File: config.mk
export PLATFORM = sky130hd
export DESIGN_NAME = cpu_interrupt_sequencer
export DESIGN_NICKNAME = d
export VERILOG_FILES = /design/src/rtl/cpu_interrupt_sequencer.sv
export SDC_FILE = /design/constraint.sdc
export NUM_CORES = 1
export LEC_CHECK = 0
export CAP_MARGIN = 20
export CELL_PAD_IN_SITES_DETAIL_PLACEMENT = 1
export CELL_PAD_IN_SITES_GLOBAL_PLACEMENT = 2
export CORE_MARGIN = 10
export CORE_UTILIZATION = 16
export CTS_CLUSTER_SIZE = 10
export DETAILED_ROUTE_END_ITERATION = 8
export GPL_ROUTABILITY_DRIVEN = 0
export GPL_TIMING_DRIVEN = 1
export PLACE_DENSITY = 0.84
export SYNTH_ARGS = -nofsm -noshare
export SYNTH_HDL_FRONTEND = slang
export SYNTH_SLANG_ARGS = --single-unit
File: constraint.sdc
create_clock -name clk -period 1.29 [get_ports clk]
set_clock_uncertainty 0.1 [all_clocks]
set_input_delay 0.1935 -clock clk [delete_from_list [all_inputs] [get_ports clk]]
set_output_delay 0.1935 -clock clk [all_outputs]
set_load 0.03 [all_outputs]
File: src/rtl/cpu_interrupt_sequencer.sv
// cpu_interrupt_sequencer: arbitrates RESET/NMI/IRQ/BRK at instruction
// boundaries and runs the 7-cycle 6502 interrupt entry sequence. The sequence
// pushes PCH/PCL/P, fetches the vector and pulses nmi_clear back to the NMI
// edge detector once the NMI vector is committed.
// Optional build macro NMI_HIJACK_EN: an NMI arriving during cycles 0-4 of an
// IRQ/BRK sequence redirects the vector fetch to the NMI vector.
module cpu_interrupt_sequencer #(
  parameter logic [15:0] VEC_NMI   = 16'hFFFA,
  parameter logic [15:0] VEC_RESET = 16'hFFFC,
  parameter logic [15:0] VEC_IRQ   = 16'hFFFE
) (
  input  logic        clk,
  input  logic        rst_n,
  input  logic        ce,
  input  logic        sync,
  input  logic        brk_op,
  input  logic        nmi_pending,
  input  logic        irq_n,
  input  logic        i_flag,
  output logic        busy,
  output logic [2:0]  seq_cycle,
  output logic        stack_push,
  output logic [1:0]  push_sel,
  output logic        push_b,
  output logic        vec_fetch_lo,
  output logic        vec_fetch_hi,
  output logic [15:0] vector_addr,
  output logic        set_i,
  output logic        nmi_clear
);

  typedef enum logic {IDLE, SEQ} state_t;
  typedef enum logic [1:0] {SRC_RESET, SRC_NMI, SRC_IRQ, SRC_BRK} src_t;

  localparam logic [2:0] LAST_CYCLE = 3'd6;

  state_t     state_q, state_d;
  src_t       src_q, src_d;
  logic [2:0] cyc_q, cyc_d;
  // Remembers that the sequence was entered by BRK so the pushed B bit
  // survives a later switch of the vector source.
  logic       brk_q, brk_d;

  // State register: reset forces the RESET sequence to start immediately.
  // NOTE: sequential state uses non-blocking assignments only; blocking here
  // would make the result depend on process evaluation order.
  always_ff @(posedge clk or negedge rst_n) begin
    if (!rst_n) begin
      state_q <= SEQ;
      src_q   <= SRC_RESET;
      cyc_q   <= 3'd0;
      brk_q   <= 1'b0;
    end else begin
      state_q <= state_d;
      src_q   <= src_d;
      cyc_q   <= cyc_d;
      brk_q   <= brk_d;
    end
  end

  // Next-state: arbitration at sync while idle, cycle counting while in SEQ.
  // NOTE: every variable gets its hold value first so no path infers a latch.
  always_comb begin
    state_d = state_q;
    src_d   = src_q;
    cyc_d   = cyc_q;
    brk_d   = brk_q;
    if (ce) begin
      case (state_q)
        IDLE: begin
          if (sync) begin
            cyc_d = 3'd0;
            if (nmi_pending) begin
              state_d = SEQ;
              src_d   = SRC_NMI;
              brk_d   = 1'b0;
            end else if (!irq_n && !i_flag) begin
              state_d = SEQ;
              src_d   = SRC_IRQ;
              brk_d   = 1'b0;
            end else if (brk_op) begin
              state_d = SEQ;
              src_d   = SRC_BRK;
              brk_d   = 1'b1;
            end
          end
        end
        SEQ: begin
          if (cyc_q == LAST_CYCLE) begin
            state_d = IDLE;
            cyc_d   = 3'd0;
          end else begin
            cyc_d = cyc_q + 3'd1;
          end
`ifdef NMI_HIJACK_EN
          // Late NMI steals the vector of an IRQ/BRK still before its fetch.
          if (nmi_pending && (cyc_q <= 3'd4) &&
              ((src_q == SRC_IRQ) || (src_q == SRC_BRK))) begin
            src_d = SRC_NMI;
          end
`endif
        end
        default: state_d = IDLE;
      endcase
    end
  end

  logic        in_seq;
  logic        push_cyc;
  logic [15:0] vec_base;

  // Output decode: strobes are the state decode qualified by ce.
  always_comb begin
    in_seq    = (state_q == SEQ);
    busy      = in_seq;
    seq_cycle = cyc_q;

    case (src_q)
      SRC_NMI:   vec_base = VEC_NMI;
      SRC_RESET: vec_base = VEC_RESET;
      default:   vec_base = VEC_IRQ;
    endcase
    vector_addr = (in_seq && cyc_q == LAST_CYCLE) ? 16'(vec_base + 16'd1) : vec_base;

    // RESET lets the push cycles elapse as reads only.
    push_cyc   = in_seq && (cyc_q >= 3'd2) && (cyc_q <= 3'd4) && (src_q != SRC_RESET);
    stack_push = ce && push_cyc;
    case (cyc_q)
      3'd3:    push_sel = 2'b01;
      3'd4:    push_sel = 2'b10;
      default: push_sel = 2'b00;
    endcase
    push_b = ce && push_cyc && (cyc_q == 3'd4) && brk_q;

    vec_fetch_lo = ce && in_seq && (cyc_q == 3'd5);
    set_i        = vec_fetch_lo;
    vec_fetch_hi = ce && in_seq && (cyc_q == LAST_CYCLE);
    nmi_clear    = vec_fetch_lo && (src_q == SRC_NMI);
  end

endmodule

==> reports/summary.md, run 1 <==
Counting flops and latches in the post-synthesis netlist gives 7. The internal reg-to-reg setup slack was -0.23 ns. TritonCTS built the clock tree. Counting tap cells, the placed design contains a total of 138 instances.

Total number of placement rows: 20. Across every metal layer, demand over resource in global routing totals 6.010%. The die is 77.79 um wide. On the critical path the largest part of the delay comes from flip-flops. Dividing the detail-routed via count by the number of cells gives 3.730. The worst hold margin came out at 0.09450 ns. The final layout contains routed wiring with a total length of 2031 um. The area occupied by multi-input gates was 401.6 um^2.

The later pin in the worst-skew pair is clocked with a latency of 0.25 ns. The area added between synthesis and finish was 107.3%. The initial core utilization is 17.08%, and the clock-pin slew on the worst setup and hold paths is 0.05 ns. DRC violation total after the first TritonRoute iteration: 9. In the final routed layout, each cell accounts on average for 13.36 um. The clock tree root buffer cell is sky130_fd_sc_hd__clkbuf_4. The core area came out at 3128 um^2.

The critical path runs through a total of 4 cells. The maximum fanout along the worst path was 3. Count of cells along the worst register-to-register path: 5.

Total count of max-transition violations in the final report: 0. The worst setup margin is -0.4134 ns, and the number of sinks on the clock net is 7. The logs give 1 for the maximum level of the CTS H-tree and 0 for the max-capacitance violation count. The library cell contributing the largest single delay on the critical path was sky130_fd_sc_hd__dfstp_2. The total number of vias was 567. For the initial antenna violation count, the log shows 0. Summed over all nets, the half-perimeter wirelength after detailed placement is 1570 um. The floorplan step defined a die boundary enclosing 6051 um^2. The critical path ends at push_b. Based on the critical path, the design can be clocked at up to 587.1 MHz. The count of cell types in the netlist came out at 28. Critical path's most frequent cell: sky130_fd_sc_hd__buf_6. The number of global-route vias before repair was 629. The worst setup path is captured at an output port. Layout cell share with drive strength beyond 1: 58.33%. The mean cell area of the mapped netlist was 8.348 um^2; the delay of the slowest critical-path stage was 0.56 ns. In this run the tool buffered the top-level ports with 22 buffer cells. The flow ran to the end, but the final reports show violations. The run gives 1.41 ns as the arrival time of data at the critical path endpoint. The layout has 371 filler cells. STA classifies the critical path startpoint as a flip-flop. The tools report the final setup TNS as -3.988 ns. The post-route total power is 2.435 mW, and the power density over the cells is 2199 nW/um^2. The finished layout holds 152 standard cells, fillers aside.

Tracing the worst setup path back leads to its startpoint at busy$_DFFE_PN1P_. For this run, the post-layout net count is 118. The run gives 36 as the count of pins on the block boundary. The number of buffers and inverters on the critical path is 2. In this run the critical register-to-register path is launched from busy$_DFFE_PN1P_. In the final layout, flip-flops and latches occupy 178.9 um^2. Cells fill 35.40% of the core in the end. The logs give 0 for the count of warnings emitted by yosys and 17 for the final number of setup-violating endpoints.

The maximum root-to-sink buffer count is 2, and the leakage power summed over all cells is 0.5096 nW. Overall die height: 77.79 um. The synthesized netlist occupies a cell area of 534.3 um^2. In this run the critical register-to-register path is captured at src_q[1]$_DFFE_PN0P_. Of the available clock period, the critical path in the final layout requires 132.0%. Global routing finished with a remaining overflow of 0. Setup repair after global routing could not meet its margin everywhere. The checks that failed: setup timing. The synthesized design contains 0 enable-type register cells. Synthesis produced 64 cells. The number of iterations in the first detailed-routing pass is 2.

Traced cell by cell, the critical path runs through nand2_4 > buf_6 > nor4b_4 > buf_6. 0 antenna diodes ended up in the layout. Data on the critical path is required at its endpoint by 1.00 ns.

The final-report hold violation count came out at 0. Subtracting the final worst setup slack from the clock period gives 1.703 ns. The commonest non-fill, non-tap cell in the layout was sky130_fd_sc_hd__buf_6. The first global-routing pass estimated 3008 um of wire.

The critical setup path kind is reg2out. Entering global routing, the biggest net connects 8 pins. In the layout the commonest cells are sky130_fd_sc_hd__buf_6 (21), sky130_fd_sc_hd__buf_4 (15), sky130_fd_sc_hd__conb_1 (13). Sequential cells were found to cover 33.02% of the synthesized design area. The worst ir drop on vdd is 0.8290 mV. The path class of the tightest hold or removal check is in2async. For this run, the leading register cell type out of synthesis is sky130_fd_sc_hd__dfrtp_1. Clock tree synthesis inserted a total of 3 buffers. The number of remaining DRC errors is 0, and the number of antenna-violating nets in the routed design is 0.

Of all flip-flops after synthesis, the portion carrying an async set or reset was 100.0%.
## worst min-delay path by stage
| stage | startpoint | endpoint | slack, ns | cells past startpoint |
|---|---|---|---|---|
| after floorplan | rst_n | brk_q$_DFFE_PN0P_ | -0.20 | 0 |
| after global placement | rst_n | seq_cycle[1]$_DFFE_PN0P_ | 0.36 | 1 |
| after detailed placement | rst_n | seq_cycle[1]$_DFFE_PN0P_ | 0.37 | 1 |
| after CTS | rst_n | brk_q$_DFFE_PN0P_ | 0.11 | 1 |
| after global routing | rst_n | seq_cycle[2]$_DFFE_PN0P_ | 0.1 | 1 |
| final | rst_n | seq_cycle[2]$_DFFE_PN0P_ | 0.09 | 1 |
## routing by layer
layer | routed length (um) | vias to the layer above | global-route usage, %
li1 | - | 273 | -
met1 | 852 | 263 | 7.040
met2 | 1024 | 26 | 9.619
met3 | 111 | 5 | 1.382
met4 | 42 | 0 | 3.832
met5 | 0 | - | 0
## logic make-up (layout without fill, tap and decap cells)
group | Yosys count | count (layout) | synth area share [%]
buffers and inverters | 22 | 54 | 25.29
and+or+nand+nor | 20 | 20 | 22.95
AOI/OAI and AO/OA | 12 | 12 | 13.82
DFF | 7 | 7 | 33.02
adders and majority gates | 1 | 1 | 2.342
other | 1 | 13 | 0.7019
muxes | 1 | 1 | 1.874
## per-stage QoR
step	worst slack, ns	instance area [um^2]
final	-0.4134	1107
after global routing	-0.4987	1107
after CTS	-0.4198	1025
after detailed placement	-0.3968	860.8
after global placement	-0.3660	860.8
after floorplan	-0.6084	646.9
## synth_stat cells, types with 2 or more instances
master / instances / area share (%)
sky130_fd_sc_hd__dfrtp_1: 6 / 28
sky130_fd_sc_hd__a21oi_1: 4 / 3.7
sky130_fd_sc_hd__nor2_1: 4 / 2.8
sky130_fd_sc_hd__inv_1: 6 / 4.2
sky130_fd_sc_hd__buf_4: 14 / 20
sky130_fd_sc_hd__and3b_1: 2 / 3.3
sky130_fd_sc_hd__o21ai_0: 3 / 2.8
sky130_fd_sc_hd__nand2_1: 5 / 3.5
## power by group
part	internal (mW)	switching, mW	total (mW)
clock	0.118	0.0815	0.200
combinational	0.863	0.902	1.76
sequential	0.337	0.134	0.471
total	1.32	1.12	2.44
## flip-flops by register name, indices dropped and copies added (netlist names)
| signal | count |
|---|---|
| src_q | 2 |
| busy | 1 |
| seq_cycle | 3 |
| brk_q | 1 |
## layout make-up
cell class	instances	area share, %
repair buffers	43	37.85
inverters	7	2.373
multi-input cells	47	36.27
clock buffers	4	2.373
well taps	44	4.972
flip-flops and latches	7	16.16
## worst register-to-register path: cells and delay by family (launching register included)
family | cells | cell delay, ns
multiplexers | 1 | 0.22
AND/OR/NAND/NOR | 1 | 0.24
buffers and inverters | 2 | 0.23
flip-flops | 1 | 0.56
AO/OA/AOI/OAI | 1 | 0.08
## what timing repair did
action / CTS / global route
setup endpoints to repair: 19 / 20
hold buffers: 0 / 0
resized for setup: 36 / 16
pin swaps: 6 / 4
setup buffers: 7 / 8
No activity file was read; power rests on OpenSTA's default activity.
==> run 2, diff against run 1 <==
--- a/config.mk
+++ b/config.mk
@@ -5,16 +5,18 @@
 export SDC_FILE = /design/constraint.sdc
 export NUM_CORES = 1
 export LEC_CHECK = 0
+export ABC_AREA = 1
 export CAP_MARGIN = 20
 export CELL_PAD_IN_SITES_DETAIL_PLACEMENT = 1
 export CELL_PAD_IN_SITES_GLOBAL_PLACEMENT = 2
 export CORE_MARGIN = 10
-export CORE_UTILIZATION = 16
+export CORE_UTILIZATION = 15
 export CTS_CLUSTER_SIZE = 10
 export DETAILED_ROUTE_END_ITERATION = 8
 export GPL_ROUTABILITY_DRIVEN = 0
 export GPL_TIMING_DRIVEN = 1
-export PLACE_DENSITY = 0.84
+export PLACE_DENSITY = 0.82
 export SYNTH_ARGS = -nofsm -noshare
 export SYNTH_HDL_FRONTEND = slang
 export SYNTH_SLANG_ARGS = --single-unit
+export TNS_END_PERCENT = 100
==> run 2 against run 1 <==
The flow still finishes with violations (setup timing). Setup slack gained 0.11 ns. Critical path depth grew 1. Non-clock buffer count grew 3. Global-route usage grew 0.12 points. Sequential power grew 1%. Utilization shrank 4.1 points. First-iteration DRC count shrank 33%. Count of clock-buffer cells in the layout is the same. Routed wire length grew 15%. Die area grew 11%. Flip-flop and latch count is the same. Cell count grew 20%. Largest cell class unchanged.
==> reports/summary.md, run 2 <==
The tools report the final number of setup-violating endpoints as 14 (was 17). The path class of the lowest-slack min-delay path was in2async (unchanged). The clock-pin slew on the worst setup and hold paths was 0.04 ns (was 0.05 ns); the maximum level of the CTS H-tree was 1 (unchanged). The logs give 4 (was 2) for the number of iterations in the first detailed-routing pass and 3 (unchanged) for the CTS buffer count. Critical setup path kind: reg2out (unchanged). The layout cell share with drive strength beyond 1 works out to 53.73% (was 58.33%). The leakage power summed over all cells was 0.5991 nW (was 0.5096 nW). The run gives 6 (was 9) as the DRC violation total after the first TritonRoute iteration. The post-synthesis instance total came out at 87 (was 64).

The fraction of registers with async set/reset is 100.0% (unchanged), and the post-route total power is 2.730 mW (was 2.435 mW). The horizontal extent of the die was 82.01 um (was 77.79 um). The logs give 2 (unchanged) for the maximum root-to-sink buffer count and 17 (was 28) for the count of cell types in the netlist.

The logs give 443 (was 371) for the number of filler cells placed in the layout and 6.135% (was 6.010%) for the overall fraction of global-route tracks in use. Synth cell count leaders: sky130_fd_sc_hd__nand2_1 (26), sky130_fd_sc_hd__buf_4 (14), sky130_fd_sc_hd__inv_1 (12), sky130_fd_sc_hd__nor2_1 (7), sky130_fd_sc_hd__dfrtp_1 (6) (was sky130_fd_sc_hd__buf_4 (14), sky130_fd_sc_hd__dfrtp_1 (6), sky130_fd_sc_hd__inv_1 (6), sky130_fd_sc_hd__nand2_1 (5)). The fraction of the cycle the final worst path needs is 123.4% (was 132.0%), and the number of sinks on the clock net is 7 (unchanged). The later-pin clock latency in the skew report was 0.23 ns (was 0.25 ns); the flip-flop count of the largest register after layout was 3 (unchanged). Cell types with the largest area share after synthesis: sky130_fd_sc_hd__dfrtp_1 (26%), sky130_fd_sc_hd__buf_4 (18%), sky130_fd_sc_hd__nand2_1 (17%) (was sky130_fd_sc_hd__dfrtp_1 (28%), sky130_fd_sc_hd__buf_4 (20%), sky130_fd_sc_hd__dfstp_2 (4.9%)). The placed wire-length estimate was 1549 um (was 1570 um); the count of placed standard cells in the final layout, fillers left out was 182 (was 152). Clock network fraction of total power: 11.5% (was 8.2%). The tools report the switching power summed over all nets as 1.287 mW (was 1.117 mW).

Highest-count cells in the layout ignoring fill and taps: sky130_fd_sc_hd__nand2_1 (22), sky130_fd_sc_hd__buf_4 (20), sky130_fd_sc_hd__buf_6 (19) (was sky130_fd_sc_hd__buf_6 (21), sky130_fd_sc_hd__buf_4 (15), sky130_fd_sc_hd__conb_1 (13)). Number of enable flip-flop cells after synthesis: 0 (unchanged). The kind of launch point of the worst setup path was a flip-flop (unchanged).

The proportion of power drawn by flip-flops and latches is 17.5% (was 19.3%). The maximum fanout along the worst path came out at 3 (unchanged). The initial core utilization was 15.64% (was 17.08%).

The max-capacitance violation count is 0 (unchanged), and the port buffer count is 22 (unchanged). The area share of the largest cell type after synthesis came out at 26.03% (was 28.10%). Clock tree root buffer cell: sky130_fd_sc_hd__clkbuf_8 (was sky130_fd_sc_hd__clkbuf_4). The post-detailed-route via-to-cell ratio is 3.742 (was 3.730). The worst ir drop on vdd is 0.4912 mV (was 0.8290 mV), and the mean cell area of the mapped netlist is 6.630 um^2 (was 8.348 um^2). The run finished, with violations left. The number of register bits inferred by synthesis was 7 (unchanged); the maximum frequency from static timing analysis was 628.4 MHz (was 587.1 MHz). The cts-stage hold buffer count is 0 (unchanged), and the final-report hold violation count is 0 (unchanged). For the total global routing overflow, the log shows 0 (unchanged). The leading cell type by number of instances after synthesis is sky130_fd_sc_hd__nand2_1 (was sky130_fd_sc_hd__buf_4). The sequential-to-total area share from yosys stat is 30.59% (was 33.02%). The logs give 2337 um (was 2031 um) for the final wirelength and 3689 um^2 (was 3128 um^2) for the core area. The total area of sequential cells came out at 180.2 um^2 (was 178.9 um^2). The worst setup margin was -0.3013 ns (was -0.4134 ns); the first-pass GRT wire length was 3160 um (was 3008 um). The number of placed instances, taps included was 162 (was 138); the area added between synthesis and finish was 100.4% (was 107.3%).

The logs give 1.30 ns (was 1.41 ns) for the arrival time of data at the critical path endpoint and 6726 um^2 (was 6051 um^2) for the area enclosed by the die boundary. The relative contribution of combinational cells to total power was 71.0% (was 72.5%). The tools report the category of the worst setup path capture point as an output port (unchanged). The power density over the cells came out at 2361 nW/um^2 (was 2199 nW/um^2). The overall die height is 82.01 um (was 77.79 um), and the total count of max-transition violations in the final report is 0 (unchanged). The run gives 0 (unchanged) as the count of warnings emitted by yosys.

The number of inserted diodes was 0 (unchanged); the post-synthesis cell area was 576.8 um^2 (was 534.3 um^2). For the initial antenna violation count, the log shows 0 (unchanged). The final critical path time including I/O delays and setup was 1.591 ns (was 1.703 ns). Average wire length per cell after detail routing: 12.84 um (was 13.36 um). For the largest net degree at the start of global routing, the log shows 8 (unchanged).

The logs give 0 (unchanged) for the number of antenna-violating nets in the routed design and 1.443 mW (was 1.318 mW) for the cell internal power dissipation. For the endpoint required time on the critical path, the log shows 1.00 ns (about the same). The run gives 144 (was 118) as the net total in the final layout. TritonCTS built the clock tree.

The number of remaining DRC errors came out at 0 (unchanged). The most common flop cell mapped by yosys is sky130_fd_sc_hd__dfrtp_1 (unchanged). The switching share of total power works out to 47.14% (was 45.87%). Violations in the final reports: setup timing (unchanged). Library cell occupying the most area in the post-synthesis netlist: sky130_fd_sc_hd__dfrtp_1 (unchanged). Setup repair after global routing could not meet its margin everywhere. The run gives 22 (was 20) as the total number of placement rows. The total number of vias is 681 (was 567).

Area occupied by multi-input gates: 382.9 um^2 (was 401.6 um^2). The run gives -0.3265 ns (was -0.3968 ns) as the worst slack at placement. The count of pins on the block boundary came out at 36 (unchanged). The number of global-route vias before repair is 714 (was 629), and the count of cells along the worst register-to-register path is 7 (was 5). Commonest non-fill, non-tap cell in the layout: sky130_fd_sc_hd__nand2_1 (was sky130_fd_sc_hd__buf_6).
-- run 2: cell count changes after synthesis, moves of 2 or more --
cell | before | now
sky130_fd_sc_hd__a21oi_1 | 4 | 0
sky130_fd_sc_hd__and3b_1 | 2 | 0
sky130_fd_sc_hd__inv_1 | 6 | 12
sky130_fd_sc_hd__nand2_1 | 5 | 26
sky130_fd_sc_hd__nand2_2 | 0 | 3
sky130_fd_sc_hd__nand3_1 | 1 | 5
sky130_fd_sc_hd__nor2_1 | 4 | 7
sky130_fd_sc_hd__o21ai_0 | 3 | 0
sky130_fd_sc_hd__o21ai_1 | 0 | 4
-- run 2: logic make-up after synthesis --
logic type      after synthesis  share of synthesized area, %
simple gates                 44                         33.62
flops                         7                         30.59
compound gates                5                         4.990
buf+inv                      29                         27.98
other cells                   1                        0.6501
fa+ha+maj                     1                         2.169
-- run 2: metrics by stage --
step / area [um^2] / setup TNS [ns] / hold slack [ns] / util, %
finish: 1156 / -2.867 / 0.1373 / 31.34
global route: 1156 / -3.739 / 0.1574 / 31.34
CTS: 1040 / -2.168 / 0.1366 / 28.19
detailed placement: 860.8 / -2.488 / 0.3775 / 23.34
global placement: 860.8 / -2.317 / 0.3626 / 23.34
floorplan: 671.9 / -1.066 / -0.2021 / -
-- run 2: area by class of cell --
| class | count | area share (%) |
|---|---|---|
| Clock buffer | 4 | 3.896 |
| Inverter | 14 | 4.762 |
| Multi-Input combinational cell | 63 | 33.12 |
| Sequential cell | 7 | 15.58 |
| Tap cell | 48 | 5.195 |
| Timing Repair Buffer | 46 | 37.45 |
-- run 2: power groups by stage --
stage | Clock, mW | Sequential (mW) | Combinational (mW)
3_5_place_dp | 0 | 0.451 | 1.27
3_3_place_gp | 0 | 0.443 | 1.24
4_1_cts | 0.320 | 0.459 | 1.55
6_report | 0.315 | 0.477 | 1.94
2_1_floorplan | 0 | 0.586 | 0.675
5_1_grt | 0.333 | 0.492 | 2.09
-- run 2: routing by layer --
layer  vias up  track usage (%)  share of wire, %
met5         -                0                 0
met4         0            4.592               2.4
met3         4            1.747               7.5
met2        30            10.82                50
met1       318            5.981                40
li1        329                -                 -
-- run 2: path summary, 6_finish.rpt --
path	startpoint	to	slack, ns
hold reg to reg	src_q[1]$_DFFE_PN0P_	src_q[1]$_DFFE_PN0P_	0.40
min in group clk	ce	busy$_DFFE_PN1P_	0.38
max in group asynchronous	rst_n	busy$_DFFE_PN1P_	0.66
setup reg to reg	busy$_DFFE_PN1P_	seq_cycle[2]$_DFFE_PN0P_	-0.13
setup / recovery	busy$_DFFE_PN1P_	push_b	-0.30
hold / removal	rst_n	seq_cycle[1]$_DFFE_PN0P_	0.14
-- run 2: critical path: stages (launching register included) --
cell and delay [ns]:
sky130_fd_sc_hd__dfstp_2 0.55, sky130_fd_sc_hd__nand2_4 0.07, sky130_fd_sc_hd__a21oi_4 0.15, sky130_fd_sc_hd__nand2_4 0.08, sky130_fd_sc_hd__nor2_4 0.08, sky130_fd_sc_hd__buf_6 0.13
-- run 2: repair_timing --
action / in CTS / in global routing
pin swaps: 4 / 3
gates resized for setup: 25 / 13
setup buffers: 7 / 10
setup endpoints to repair: 11 / 18
==> run 3, diff against run 2 <==
--- a/config.mk
+++ b/config.mk
@@ -16,6 +16,7 @@
 export GPL_ROUTABILITY_DRIVEN = 0
 export GPL_TIMING_DRIVEN = 1
 export PLACE_DENSITY = 0.82
+export SKIP_CTS_REPAIR_TIMING = 1
 export SYNTH_ARGS = -nofsm -noshare
 export SYNTH_HDL_FRONTEND = slang
 export SYNTH_SLANG_ARGS = --single-unit
==> run 3 against run 2 <==
The run still ends with setup timing left. Routed wire length is 21% lower. Final area is 12% lower. Via count down 11%. Highest routed layer unchanged. Setup slack got worse by 0.020 ns.
==> reports/summary.md, run 3 (same netlist as run 2, synthesis figures left out) <==
The power density over the cells is 2244 nW/um^2 (was 2361 nW/um^2), and the count of pins on the block boundary is 36 (unchanged). The port buffer count came out at 22 (unchanged). Final number of setup-violating endpoints: 10 (was 14). Cells traversed along the worst timing path: nand2_4 > a21oi_4 > nand2_4 > nor2_4 > buf_6 (unchanged). For the largest net degree at the start of global routing, the log shows 8 (unchanged). The maximum level of the CTS H-tree was 1 (unchanged). The maximum frequency from static timing analysis was 620.8 MHz (was 628.4 MHz); the final wirelength was 1852 um (was 2337 um). The category of the worst setup path capture point was an output port (unchanged). The run gives 1.00 ns (about the same) as the endpoint required time on the critical path. For the initial core utilization, the log shows 15.64% (unchanged).

The placed wire-length estimate came out at 1549 um (unchanged). For the net total in the final layout, the log shows 129 (was 144). Critical setup path kind: reg2out (unchanged). The final critical path time including I/O delays and setup works out to 1.611 ns (was 1.591 ns). Max-capacitance violation count: 0 (unchanged). Library cell contributing the largest single delay on the critical path: sky130_fd_sc_hd__dfstp_2 (unchanged). The total global routing overflow is 0 (unchanged). The initial antenna violation count was 0 (unchanged); the arrival time of data at the critical path endpoint was 1.32 ns (was 1.30 ns). For the total count of max-transition violations in the final report, the log shows 0 (unchanged).

For the final instance area, the log shows 1017 um^2 (was 1156 um^2). The core area was 3689 um^2 (unchanged). The tools report the number of sinks on the clock net as 7 (unchanged). The maximum fanout along the worst path is 3 (unchanged). The tools report the number of iterations in the first detailed-routing pass as 2 (was 4). The number of global-route vias before repair came out at 625 (was 714).

The layout cell share with drive strength beyond 1 was 46.22% (was 53.73%); the number of inserted diodes was 0 (unchanged). Highest-count cells in the layout ignoring fill and taps: sky130_fd_sc_hd__nand2_1 (21), sky130_fd_sc_hd__conb_1 (13), sky130_fd_sc_hd__buf_6 (13) (was sky130_fd_sc_hd__nand2_1 (22), sky130_fd_sc_hd__buf_4 (20), sky130_fd_sc_hd__buf_6 (19)). The tools report the clock tree root buffer cell as sky130_fd_sc_hd__clkbuf_8 (unchanged).

The commonest non-fill, non-tap cell in the layout is sky130_fd_sc_hd__nand2_1 (unchanged). The worst setup margin was -0.3209 ns (was -0.3013 ns). For the CTS buffer count, the log shows 3 (unchanged). For the leakage power summed over all cells, the log shows 0.5303 nW (was 0.5991 nW). The run gives 0.4181 mV (was 0.4912 mV) as the worst ir drop on vdd. The cell area after placement is 860.8 um^2 (unchanged), and the overall fraction of global-route tracks in use is 5.050% (was 6.135%). The tools report the later-pin clock latency in the skew report as 0.23 ns (about the same). The overall die height is 82.01 um (unchanged), and the first-pass GRT wire length is 2615 um (was 3160 um). The kind of launch point of the worst setup path is a flip-flop (unchanged). The average wire length per cell after detail routing was 11.09 um (was 12.84 um). Total number of placement rows: 22 (unchanged).

The total number of vias was 607 (was 681). The count of cells along the worst register-to-register path came out at 5 (was 7). The path class of the lowest-slack min-delay path was in2async (unchanged). The horizontal extent of the die is 82.01 um (unchanged), and the fraction of the cycle the final worst path needs is 124.9% (was 123.4%). DRC violation total after the first TritonRoute iteration: 4 (was 6). Setup repair after global routing could not meet its margin everywhere. The final setup TNS is -2.156 ns (was -2.867 ns), and the post-detailed-route via-to-cell ratio is 3.635 (was 3.742).

TritonCTS built the clock tree. The tools report the number of antenna-violating nets in the routed design as 0 (unchanged). The tools report the area enclosed by the die boundary as 6726 um^2 (unchanged). The run finished, with violations left.

The flip-flop count of the largest register after layout came out at 3 (unchanged). The delay of the slowest critical-path stage came out at 0.55 ns (about the same). Violations in the final reports: setup timing (unchanged). The critical path's most frequent cell is sky130_fd_sc_hd__nand2_4 (unchanged). Area added between synthesis and finish: 76.36% (was 100.4%). The post-route total power came out at 2.283 mW (was 2.730 mW). Clock-pin slew on the worst setup and hold paths: 0.04 ns (about the same).

The utilization after layout was 27.58% (was 31.34%). Final-report hold violation count: 0 (unchanged). The internal reg-to-reg setup slack is 0.10 ns (was -0.13 ns).

The maximum root-to-sink buffer count is 2 (unchanged), and the number of remaining DRC errors is 0 (unchanged).
-- run 3: cell types whose count changed in the layout (fill, tap and decap cells not counted), sizes merged --
| cell | before | now |
|---|---|---|
| buf | 39 | 24 |
| dlygate4sd2 | 1 | 0 |
| dlymetal6s2s | 0 | 1 |
-- run 3: layer usage --
layer / GRT usage (%) / share of wire, % / vias to the layer above
li1: - / - / 298
met1: 5.483 / 42 / 274
met2: 7.445 / 44 / 31
met3: 1.965 / 11 / 4
met4: 4.592 / 3.0 / 0
met5: 0 / 0 / -
-- run 3: layout make-up --
type / instances / area [um^2]
fill: 461 / 2671
tap: 48 / 60.06
multi-input combinational: 63 / 372.9
clock buffer: 4 / 45.04
inverter: 14 / 57.56
timing repair buffer: 31 / 301.5
sequential: 7 / 180.2
-- run 3: critical path, delay by kind of cell (launching register included) --
kind / cells / cell delay, ns
AO/OA/AOI/OAI: 1 / 0.15
AND/OR/NAND/NOR: 3 / 0.26
buffers and inverters: 1 / 0.13
flip-flops: 1 / 0.55
-- run 3: path summary, 6_finish.rpt --
kind / from / to
min in group clk: ce / busy$_DFFE_PN1P_
setup reg to reg: seq_cycle[0]$_DFFE_PN0P_ / seq_cycle[2]$_DFFE_PN0P_
hold / removal: rst_n / src_q[1]$_DFFE_PN0P_
setup / recovery: busy$_DFFE_PN1P_ / push_b
max in group asynchronous: rst_n / busy$_DFFE_PN1P_
hold reg to reg: src_q[1]$_DFFE_PN0P_ / src_q[1]$_DFFE_PN0P_
-- run 3: through the flow --
| stage | hold slack [ns] | setup slack (ns) | cells |
|---|---|---|---|
| finish | 0.1381 | -0.3209 | 167 |
| global route | 0.1521 | -0.3719 | 167 |
| CTS | 0.1366 | -0.3265 | 166 |
| detailed placement | 0.3775 | -0.3265 | 162 |
| global placement | 0.3626 | -0.3236 | 162 |
| floorplan | -0.2021 | -0.3075 | 99 |
-- run 3: power by group --
| part | leakage (nW) | total [mW] | switching, mW | internal [mW] |
|---|---|---|---|---|
| sequential | 0.0823 | 0.483 | 0.134 | 0.349 |
| clock | 0.0228 | 0.312 | 0.0979 | 0.214 |
| combinational | 0.425 | 1.49 | 0.904 | 0.584 |
| total | 0.530 | 2.28 | 1.14 | 1.15 |
